<file path="config.mk">
export PLATFORM = sky130hd
export DESIGN_NAME = tt_vmem_alloc_ctrl
export DESIGN_NICKNAME = d
export VERILOG_FILES = /design/src/rtl/tt_vmem_alloc_ctrl.sv
export SDC_FILE = /design/constraint.sdc
export NUM_CORES = 1
export LEC_CHECK = 0
export BUFFER_PORTS_ARGS = -buffer_cell sky130_fd_sc_hd__buf_2
export CAP_MARGIN = 20
export CORE_ASPECT_RATIO = 1.25
export CORE_MARGIN = 5
export CORE_UTILIZATION = 47
export CTS_BUF_LIST = sky130_fd_sc_hd__clkbuf_2
export DETAILED_ROUTE_END_ITERATION = 10
export GPL_TIMING_DRIVEN = 0
export PLACE_DENSITY = 0.77
export SLEW_MARGIN = 20
export SYNTH_ARGS = -nofsm -noshare
export SYNTH_HDL_FRONTEND = slang
export SYNTH_SLANG_ARGS = --single-unit
export TNS_END_PERCENT = 5
</file>
<file path="constraint.sdc">
create_clock -name clk -period 14.5 [get_ports clk]
set_input_delay 2.9 -clock clk [delete_from_list [all_inputs] [get_ports clk]]
set_output_delay 2.9 -clock clk [all_outputs]
set_load 0.02 [all_outputs]
</file>
<file path="src/rtl/tt_vmem_alloc_ctrl.sv">
// -----------------------------------------------------------------------------
// tt_vmem_alloc_ctrl
//   Issue-side allocation controller for the vector memory scoreboard and the
//   load queue. One memory-op request is accepted at a time. Each accepted
//   request claims the lowest free scoreboard ID. The controller then hands out
//   that op's load-queue entries from a circular load queue, one per cycle.
//   Scoreboard IDs are reclaimed on completion. Load-queue entries are
//   reclaimed on in-order commit.
//
// Ports
//   clk, reset          clock; asynchronous active-high reset
//   i_req_valid/o_req_ready, i_req_beats
//                       request handshake and the number of lq entries wanted
//                       (0 is treated as 1, values above MAX_BEATS as MAX_BEATS)
//   o_sb_id             scoreboard ID owned by the current/last request
//   o_lqalloc, o_lqnxtid, o_first_alloc, o_last_alloc
//                       per-beat lq allocation strobe, lqid and beat flags
//   i_lq_commit         one lq entry retired
//   i_completed_valid, i_completed_sb_id
//                       scoreboard ID release
//   o_sb_free_count, o_lq_free_count
//                       free scoreboard IDs / free lq entries
//   o_busy              allocation sequence in progress
//   o_err               [0] double release of an ID, [1] commit underflow
//
// Configuration
//   TT_ALLOC_CHECK_EN   when defined, o_err holds sticky error flags and
//                       simulation assertions flag each illegal event;
//                       otherwise o_err is 0 and illegal events are ignored.
// -----------------------------------------------------------------------------
module tt_vmem_alloc_ctrl #(
  parameter int SB_DEPTH  = 32,
  parameter int LQ_DEPTH  = 8,
  parameter int MAX_BEATS = 8
) (
  input  logic                          clk,
  input  logic                          reset,
  input  logic                          i_req_valid,
  output logic                          o_req_ready,
  input  logic [3:0]                    i_req_beats,
  output logic [$clog2(SB_DEPTH)-1:0]   o_sb_id,
  output logic                          o_lqalloc,
  output logic [$clog2(LQ_DEPTH)-1:0]   o_lqnxtid,
  output logic                          o_first_alloc,
  output logic                          o_last_alloc,
  input  logic                          i_lq_commit,
  input  logic                          i_completed_valid,
  input  logic [$clog2(SB_DEPTH)-1:0]   i_completed_sb_id,
  output logic [$clog2(SB_DEPTH+1)-1:0] o_sb_free_count,
  output logic [$clog2(LQ_DEPTH+1)-1:0] o_lq_free_count,
  output logic                          o_busy,
  output logic [1:0]                    o_err
);

  localparam int SB_W  = $clog2(SB_DEPTH);
  localparam int SBC_W = $clog2(SB_DEPTH + 1);
  localparam int LQ_W  = $clog2(LQ_DEPTH);
  localparam int LQC_W = $clog2(LQ_DEPTH + 1);

  typedef enum logic {S_IDLE, S_ALLOC} state_e;

  state_e             state_q, state_d;
  logic [SB_DEPTH-1:0] sb_free_q, sb_free_d;
  logic [SB_W-1:0]    sb_id_q, sb_id_d;
  logic [LQ_W-1:0]    lq_head_q, lq_head_d;
  logic [LQC_W-1:0]   lq_free_q, lq_free_d;
  logic [3:0]         beats_left_q, beats_left_d;
  logic [3:0]         beat_idx_q, beat_idx_d;

  logic [SB_W-1:0]    claim_id;
  logic               claim_found;
  logic [SBC_W-1:0]   sb_cnt;
  logic [3:0]         beats_clamped;
  logic               accept;
  logic               alloc;
  logic               commit_ok;

  // Lowest free ID and free-ID population count, both from the registered vector.
  always_comb begin
    claim_id    = '0;
    claim_found = 1'b0;
    sb_cnt      = '0;
    for (int unsigned i = 0; i < SB_DEPTH; i++) begin
      if (sb_free_q[i] && !claim_found) begin
        claim_id    = SB_W'(i);
        claim_found = 1'b1;
      end
      sb_cnt = sb_cnt + SBC_W'(sb_free_q[i]);
    end
  end

  always_comb begin
    if (i_req_beats == 4'd0)
      beats_clamped = 4'd1;
    else if (i_req_beats > 4'(MAX_BEATS))
      beats_clamped = 4'(MAX_BEATS);
    else
      beats_clamped = i_req_beats;
  end

  assign o_req_ready = (state_q == S_IDLE) && claim_found;
  assign accept      = i_req_valid && o_req_ready;
  assign alloc       = (state_q == S_ALLOC) && (lq_free_q != '0);
  assign commit_ok   = i_lq_commit && (lq_free_q != LQC_W'(LQ_DEPTH));

  always_comb begin
    state_d      = state_q;
    sb_free_d    = sb_free_q;
    sb_id_d      = sb_id_q;
    lq_head_d    = lq_head_q;
    lq_free_d    = lq_free_q;
    beats_left_d = beats_left_q;
    beat_idx_d   = beat_idx_q;

    // Release is applied before the claim so that an ID released and claimed
    // in the same cycle (necessarily already free) ends up owned.
    if (i_completed_valid)
      sb_free_d[i_completed_sb_id] = 1'b1;

    case (state_q)
      S_IDLE: begin
        if (accept) begin
          sb_free_d[claim_id] = 1'b0;
          sb_id_d             = claim_id;
          beats_left_d        = beats_clamped;
          beat_idx_d          = '0;
          state_d             = S_ALLOC;
        end
      end
      S_ALLOC: begin
        if (alloc) begin
          lq_head_d    = (lq_head_q == LQ_W'(LQ_DEPTH - 1)) ? '0 : lq_head_q + 1'b1;
          beats_left_d = beats_left_q - 4'd1;
          beat_idx_d   = beat_idx_q + 4'd1;
          if (beats_left_q == 4'd1)
            state_d = S_IDLE;
        end
      end
      default: state_d = S_IDLE;
    endcase

    if (alloc && !commit_ok)
      lq_free_d = lq_free_q - 1'b1;
    else if (!alloc && commit_ok)
      lq_free_d = lq_free_q + 1'b1;
  end

  always_ff @(posedge clk or posedge reset) begin
    if (reset) begin
      state_q      <= S_IDLE;
      sb_free_q    <= '1;
      sb_id_q      <= '0;
      lq_head_q    <= '0;
      lq_free_q    <= LQC_W'(LQ_DEPTH);
      beats_left_q <= '0;
      beat_idx_q   <= '0;
    end else begin
      state_q      <= state_d;
      sb_free_q    <= sb_free_d;
      sb_id_q      <= sb_id_d;
      lq_head_q    <= lq_head_d;
      lq_free_q    <= lq_free_d;
      beats_left_q <= beats_left_d;
      beat_idx_q   <= beat_idx_d;
    end
  end

  assign o_sb_id         = sb_id_q;
  assign o_lqalloc       = alloc;
  assign o_lqnxtid       = lq_head_q;
  assign o_first_alloc   = alloc && (beat_idx_q == 4'd0);
  assign o_last_alloc    = alloc && (beats_left_q == 4'd1);
  assign o_sb_free_count = sb_cnt;
  assign o_lq_free_count = lq_free_q;
  assign o_busy          = (state_q == S_ALLOC);

`ifdef TT_ALLOC_CHECK_EN
  logic       dup_release;
  logic       commit_underflow;
  logic [1:0] err_q;

  assign dup_release      = i_completed_valid && sb_free_q[i_completed_sb_id];
  assign commit_underflow = i_lq_commit && (lq_free_q == LQC_W'(LQ_DEPTH));

  always_ff @(posedge clk or posedge reset) begin
    if (reset)
      err_q <= '0;
    else
      err_q <= err_q | {commit_underflow, dup_release};
  end

  assign o_err = err_q;

`ifndef SYNTHESIS
  always_ff @(posedge clk) begin
    if (!reset) begin
      assert (!dup_release) else $error("scoreboard ID %0d released while already free", i_completed_sb_id);
      assert (!commit_underflow) else $error("lq commit with all entries already free");
    end
  end
`endif
`else
  assign o_err = '0;
`endif

endmodule
</file>
==> flow_summary.yaml, run 1 <==
floorplanning:
  die_w_um: 90.6
  start_util_pct: 48.4
  die_y_um: 111
  core_mm2: 0.00788
  rows: 36
  dieArea_mm2: 0.0100
  io_pins: 39
placement:
  dp_hpwl_um: 7360
  io_buffers: 36
  placed_area_mm2: 0.00414
  dp_slack_ns: 6.78
  place_congestion: 0.909
  dp_cells: 533
drt:
  dr_wl_met3_um: 517
  vias_per_cell: 5.88
  wire_per_inst_um: 17.5
  wirelength_um: 9480
  vias: 3181
  routed-wl-met2_um: 4600
  topRoutingLayerUsed: "met4"
  drtIter0Drc: 247
  first_pass_iters: 5
  antenna_left: 0
  wl_met1_um: 3900
  drc_errors: 0
timing:
  worst_pin_slew_ns: 0.828
  drv_slew: 0
  max_freq_ghz: 0.121
  min_period_ns: 8.27
  rsz0062_at_grt: "no"
  post-route-period-util_pct: 57.0
  maxSlewHeadroom_pct: 44.6
  setup_ws_ns: 6.23
  setup_violations: 0
  setup_tns_ns: 0
  hold_viol: 0
  clock_skew_ns: 0.0276
worst_setup_path:
  r2r_start: "o_lq_free_count[0]"
  timing.rr.end: "o_lq_free_count[3]"
  path_max_fanout: 5
  start_kind: "flip-flop"
  r2r_slack_ns: 11.31
  cp.arrival_ns: 5.37
  required_ns: 11.60
  endpoint_kind: "primary output"
  ff2ff_path_depth: 10
  path_class: "flip-flop to primary output"
grt:
  antenna_found_initial: 0
  grt_pass1_vias: 3218
  grt_util_all_layers_pct: 19.7
  grt_max_degree: 33
  grt_pass1_wl_um: 16000
  grt.overflow.total: 0
worst_hold_path:
  whs_endpoint: "o_lq_free_count[3]"
  hold_path_class: "flip-flop to flip-flop"
  holdPathStages: 2
  worstHoldStart: "o_lq_free_count[3]"
finish:
  diodes: 0
  area_delta_synth_final_pct: 9.94
  fin_nets: 502
  drive_above_1_share_pct: 23.3
  final_cell_area_mm2: 0.00419
  fill_cells: 725
  final_cell_count_no_fill: 541
synthesis:
  ys.flop_type: "dfstp_2"
  synth_area_per_cell_um2: 9.53
  ys_warn_count: 0
  async_reset_ff_share_pct: 100
  synth_cell_types: 59
  ys_ff_latch: 53
  synth_edf_count: 0
  synthCells: 400
  syn-cell-area_mm2: 0.00381
  seq_area_frac_synth_pct: 35.9
clock_network:
  cts_tree: "done"
  cts.repair.resized: 0
  cts-buffers-inserted: 5
  postCtsSetupBuffers: 0
  cts_root_buf: "clkbuf_2"
  clock-sinks: 53
  ctsHtreeMaxLevel: 2
  clockBufferDepth: 2
  clk_pin_slew_ns: 0.29
  clkLatencyLatePin_ns: 0.46
  holdBufCountCts: 0
status:
  outcome: "completed"
job:
  max_cap_violations: 0
==> kinds of logic (layout without fill, tap and decap cells) <==
family / after synthesis / after routing / share of synthesized area [%]
buffers and inverters: 56 / 101 / 5.81
xor gates and xnor gates: 9 / 9 / 2.07
other: 1 / 2 / 0.0983
AOI/OAI and AO/OA: 126 / 126 / 19.8
DFF: 53 / 53 / 35.9
and+or+nand+nor: 109 / 109 / 16.5
adders and majority gates: 43 / 43 / 19.0
muxes: 3 / 3 / 0.820
==> layer usage <==
metal,GRT usage (%),up-vias
li1,-,1484
met1,24.4,1539
met2,32.6,119
met3,3.33,39
met4,10.0,0
met5,0,-
==> sequential cells by signal, summed over array words and instances (netlist names) <==
signal           flops
o_sb_id              5
o_busy               1
o_lq_free_count      4
beat_idx_q           4
o_lqnxtid            3
beats_left_q         4
sb_free_q           32
==> Yosys cell counts (5+ instances only) <==
library cell	number	area [um2]
nor2b_1	5	31.3
nor2_1	24	90.1
nor3_1	8	40.0
nor3b_1	6	45.0
dfrtp_1	20	500
fa_1	25	500
a21o_1	5	37.5
ha_1	18	225
nand2_1	23	86.3
xnor2_1	6	52.6
nor4_1	7	43.8
a21oi_1	80	400
and3_1	5	31.3
inv_1	47	176
o21ai_0	12	60.1
dfstp_2	33	867
nand2b_1	5	31.3
==> per-stage QoR <==
stage | hold slack (ns) | utilization [%]
floorplan | 0.483 | -
global placement | 0.481 | 52.2
detailed placement | 0.500 | 52.5
CTS | 0.559 | 53.1
global route | 0.581 | 53.2
finish | 0.552 | 53.2
==> cell usage in the layout, fill, tap and decap left out, types with 6 or more instances in the layout <==
cell | Yosys | routed
ha_1 | 18 | 18
xnor2_1 | 6 | 6
nor4_1 | 7 | 7
o21ai_0 | 12 | 12
nor3_1 | 8 | 8
nand2_1 | 23 | 23
dfstp_2 | 33 | 33
nor2_1 | 24 | 24
a21oi_1 | 80 | 80
inv_1 | 47 | 46
buf_2 | 3 | 39
dfrtp_1 | 20 | 20
fa_1 | 25 | 25
==> critical path, stage by stage (launching register included) <==
cell and delay [ns]:
dfstp_2 0.65, inv_1 0.09, fa_1 0.54, fa_1 0.44
fa_1 0.54, fa_1 0.44, fa_1 0.53, fa_1 0.43
inv_1 0.07, ha_1 0.16, inv_1 0.05, fa_1 0.39
inv_1 0.07, a21o_1 0.10, a21oi_1 0.07, xnor2_1 0.13
buf_2 0.18
==> worst max-delay path by stage <==
stage	startpoint	end	slack (ns)	cells after the start
finish	sb_free_q[7]	o_sb_free_count[4]	6.23	16
global route	sb_free_q[25]	o_sb_free_count[4]	6.01	18
CTS	sb_free_q[7]	o_sb_free_count[4]	6.20	16
detailed placement	sb_free_q[25]	o_sb_free_count[4]	6.78	18
global placement	sb_free_q[25]	o_sb_free_count[4]	6.77	18
floorplan	sb_free_q[25]	o_sb_free_count[4]	6.88	17
==> area by class of cell <==
class / instances / area, um2 / area share (%)
plain buffers: 8 / 41.3 / 0.985
inverters: 48 / 180 / 4.30
repair buffers: 37 / 200 / 4.77
clock buffers: 5 / 25.0 / 0.597
well taps: 95 / 119 / 2.83
flip-flops and latches: 53 / 1370 / 32.6
multi-input cells: 292 / 2240 / 53.4
clock inverters: 3 / 21.3 / 0.507
Power of run 1 is not shown: default switching activity piles up to over one toggle a cycle in this logic, so the estimate is an artifact.
==> inputs of run 2 (changes only) <==
Settings changed: ABC_AREA set to 1.
Clock period 14.5 ns to 8 ns, I/O delays scaled along.
==> run 2 against run 1 <==
Against the previous run: sequential cell count stayed put; worst setup slack got worse by 5.3 ns; utilization is 0.54 points lower; via count rose by 10%; critical path type unchanged.
==> flow_summary.yaml, run 2 <==
drt:
  first_pass_iters: 5
  wire_per_inst_um: 14.5
  wirelength_um: 9540
  drc_errors: 0
  drtIter0Drc: 193
  vias: 3504
  vias_per_cell: 5.33
  antenna_left: 0
worst_setup_path:
  ff2ff_path_depth: 22
  start_kind: "flip-flop"
  path_max_fanout: 6
  endpoint_kind: "primary output"
  r2r_start: "sb_free_q[0]"
  cp.arrival_ns: 5.45
  timing.rr.end: "sb_free_q[16]"
  required_ns: 6.40
  startpoint: "sb_free_q[5]"
  crit_end: "o_sb_free_count[4]"
  path_class: "flip-flop to primary output"
  r2r_slack_ns: 4.38
finish:
  final_common_cell: "inv_1"
  area_delta_synth_final_pct: 10.3
  final-seq-area_mm2: 0.00137
  drive_above_1_share_pct: 22.2
  fin_nets: 593
  multi_input_area_mm2: 0.00234
  fill_cells: 811
  regMostFlops: "sb_free_q"
  diodes: 0
  largest_register_ffs: 32
  final_cell_mix: "inv_1 (94), nand2_1 (86), buf_2 (39)"
synthesis:
  synth_area_per_cell_um2: 8.37
  synth_top_family_by_area: "simple AND/OR/NAND/NOR gates"
  ys_ff_latch: 53
  synthXorXnorAreaFrac_pct: 2.13
  synth_cell_types: 39
  ys_warn_count: 0
  synth_area_leaders: "dfstp_2 (21%), dfrtp_1 (12%), fa_1 (12%)"
  syn-cell-area_mm2: 0.00411
  synthCells: 491
  synth_top_area_share_pct: 21.1
  yosysTopAreaCell: "dfstp_2"
  ys.flop_type: "dfstp_2"
  synthMuxAreaShare_pct: 0
  synthAdderAreaFrac_pct: 17.7
  synth_edf_count: 0
  async_reset_ff_share_pct: 100
  synth_most_common_cell: "inv_1"
  synth_compound_area_share_pct: 13.3
  synth-simple-area-share_pct: 23.1
  seq_area_frac_synth_pct: 33.3
  synthTopCellsByCount: "inv_1 (95), nand2_1 (86), a21oi_1 (37)"
grt:
  grt_pass1_vias: 3550
  grt.overflow.total: 0
  grt_util_all_layers_pct: 18.6
  antenna_found_initial: 0
  grt_max_degree: 33
  grt_pass1_wl_um: 16100
timing:
  min_period_ns: 7.05
  maxSlewHeadroom_pct: 41.9
  worst_pin_slew_ns: 0.868
  rsz0062_at_grt: "no"
  drv_slew: 0
  setup_violations: 0
  clock_skew_ns: 0.0207
  max_freq_ghz: 0.142
  post-route-period-util_pct: 88.1
  hold_viol: 0
  setup_tns_ns: 0
floorplanning:
  dieArea_mm2: 0.0107
  rows: 38
  io_pins: 39
  core_mm2: 0.00861
  die_w_um: 93.6
  die_y_um: 115
  start_util_pct: 47.7
clock_network:
  cts.repair.resized: 0
  ctsHtreeMaxLevel: 2
  cts_tree: "done"
  postCtsSetupBuffers: 0
  clkLatencyLatePin_ns: 0.46
  cts-buffers-inserted: 5
  clk_pin_slew_ns: 0.28
  clock-sinks: 53
  clockBufferDepth: 2
  cts_root_buf: "clkbuf_2"
  holdBufCountCts: 0
placement:
  place_congestion: 0.880
  io_buffers: 36
  dp_hpwl_um: 7700
job:
  max_cap_violations: 0
worst_hold_path:
  hold_path_class: "flip-flop to flip-flop"
status:
  outcome: "completed"
-- run 2: per-layer routing --
| metal | global-route usage, % | vias to the layer above | part of all wire [%] |
|---|---|---|---|
| met3 | 3.22 | 16 | 5.8 |
| met1 | 22.2 | 1657 | 40 |
| met2 | 34.5 | 136 | 52 |
| met5 | 0 | - | 0 |
| met4 | 4.82 | 0 | 1.7 |
| li1 | - | 1695 | - |
-- run 2: logic make-up (layout without fill, tap and decap cells) --
family | after synthesis | after routing
AO/OA/AOI/OAI | 90 | 90
XOR/XNOR | 10 | 10
adder cells (fa/ha/maj) | 43 | 43
buffers and inverters | 106 | 151
flip-flops | 53 | 53
other | 1 | 2
AND/OR/NAND/NOR | 188 | 188
-- run 2: critical path, cell delays in order (launching register included) --
cell     delay (ns)
dfstp_2        0.63
inv_1          0.12
fa_1           0.58
fa_1           0.45
fa_1           0.55
fa_1           0.45
fa_1           0.57
fa_1           0.43
inv_1          0.07
ha_1           0.16
inv_1          0.06
fa_1           0.41
o21a_1         0.21
xor2_1         0.12
buf_2          0.18
-- run 2: worst min path at each step --
stage / from / endpoint / slack [ns] / cells after the start
finish: o_sb_id[2] / o_sb_id[2] / 0.53 / 2
CTS: o_sb_id[1] / o_sb_id[1] / 0.53 / 2
detailed placement: o_sb_id[2] / o_sb_id[2] / 0.48 / 2
global route: o_sb_id[1] / o_sb_id[1] / 0.56 / 2
floorplan: sb_free_q[11] / sb_free_q[11] / 0.51 / 2
global placement: o_sb_id[2] / o_sb_id[2] / 0.47 / 2
-- run 2: layout make-up --
class                      count  share of cell area, %
multi-input combinational    333                   51.6
clock inverter                 3                  0.497
timing repair buffer          37                   4.42
inverter                      99                   8.20
buffer                         7                   1.24
clock buffer                   5                  0.552
sequential                    53                   30.2
tap                          120                   3.31
-- run 2: stage by stage --
stage	instances	area (um2)	hold slack [ns]	setup WS (ns)	util (%)
CTS	657	4530	0.534	0.913	52.6
detailed placement	649	4480	0.482	1.48	52.1
global placement	648	4440	0.471	1.57	51.6
floorplan	492	4110	0.511	1.69	-
global route	657	4530	0.562	0.672	52.6
finish	657	4530	0.527	0.953	52.6
Power of run 2 is left out for the same reason.
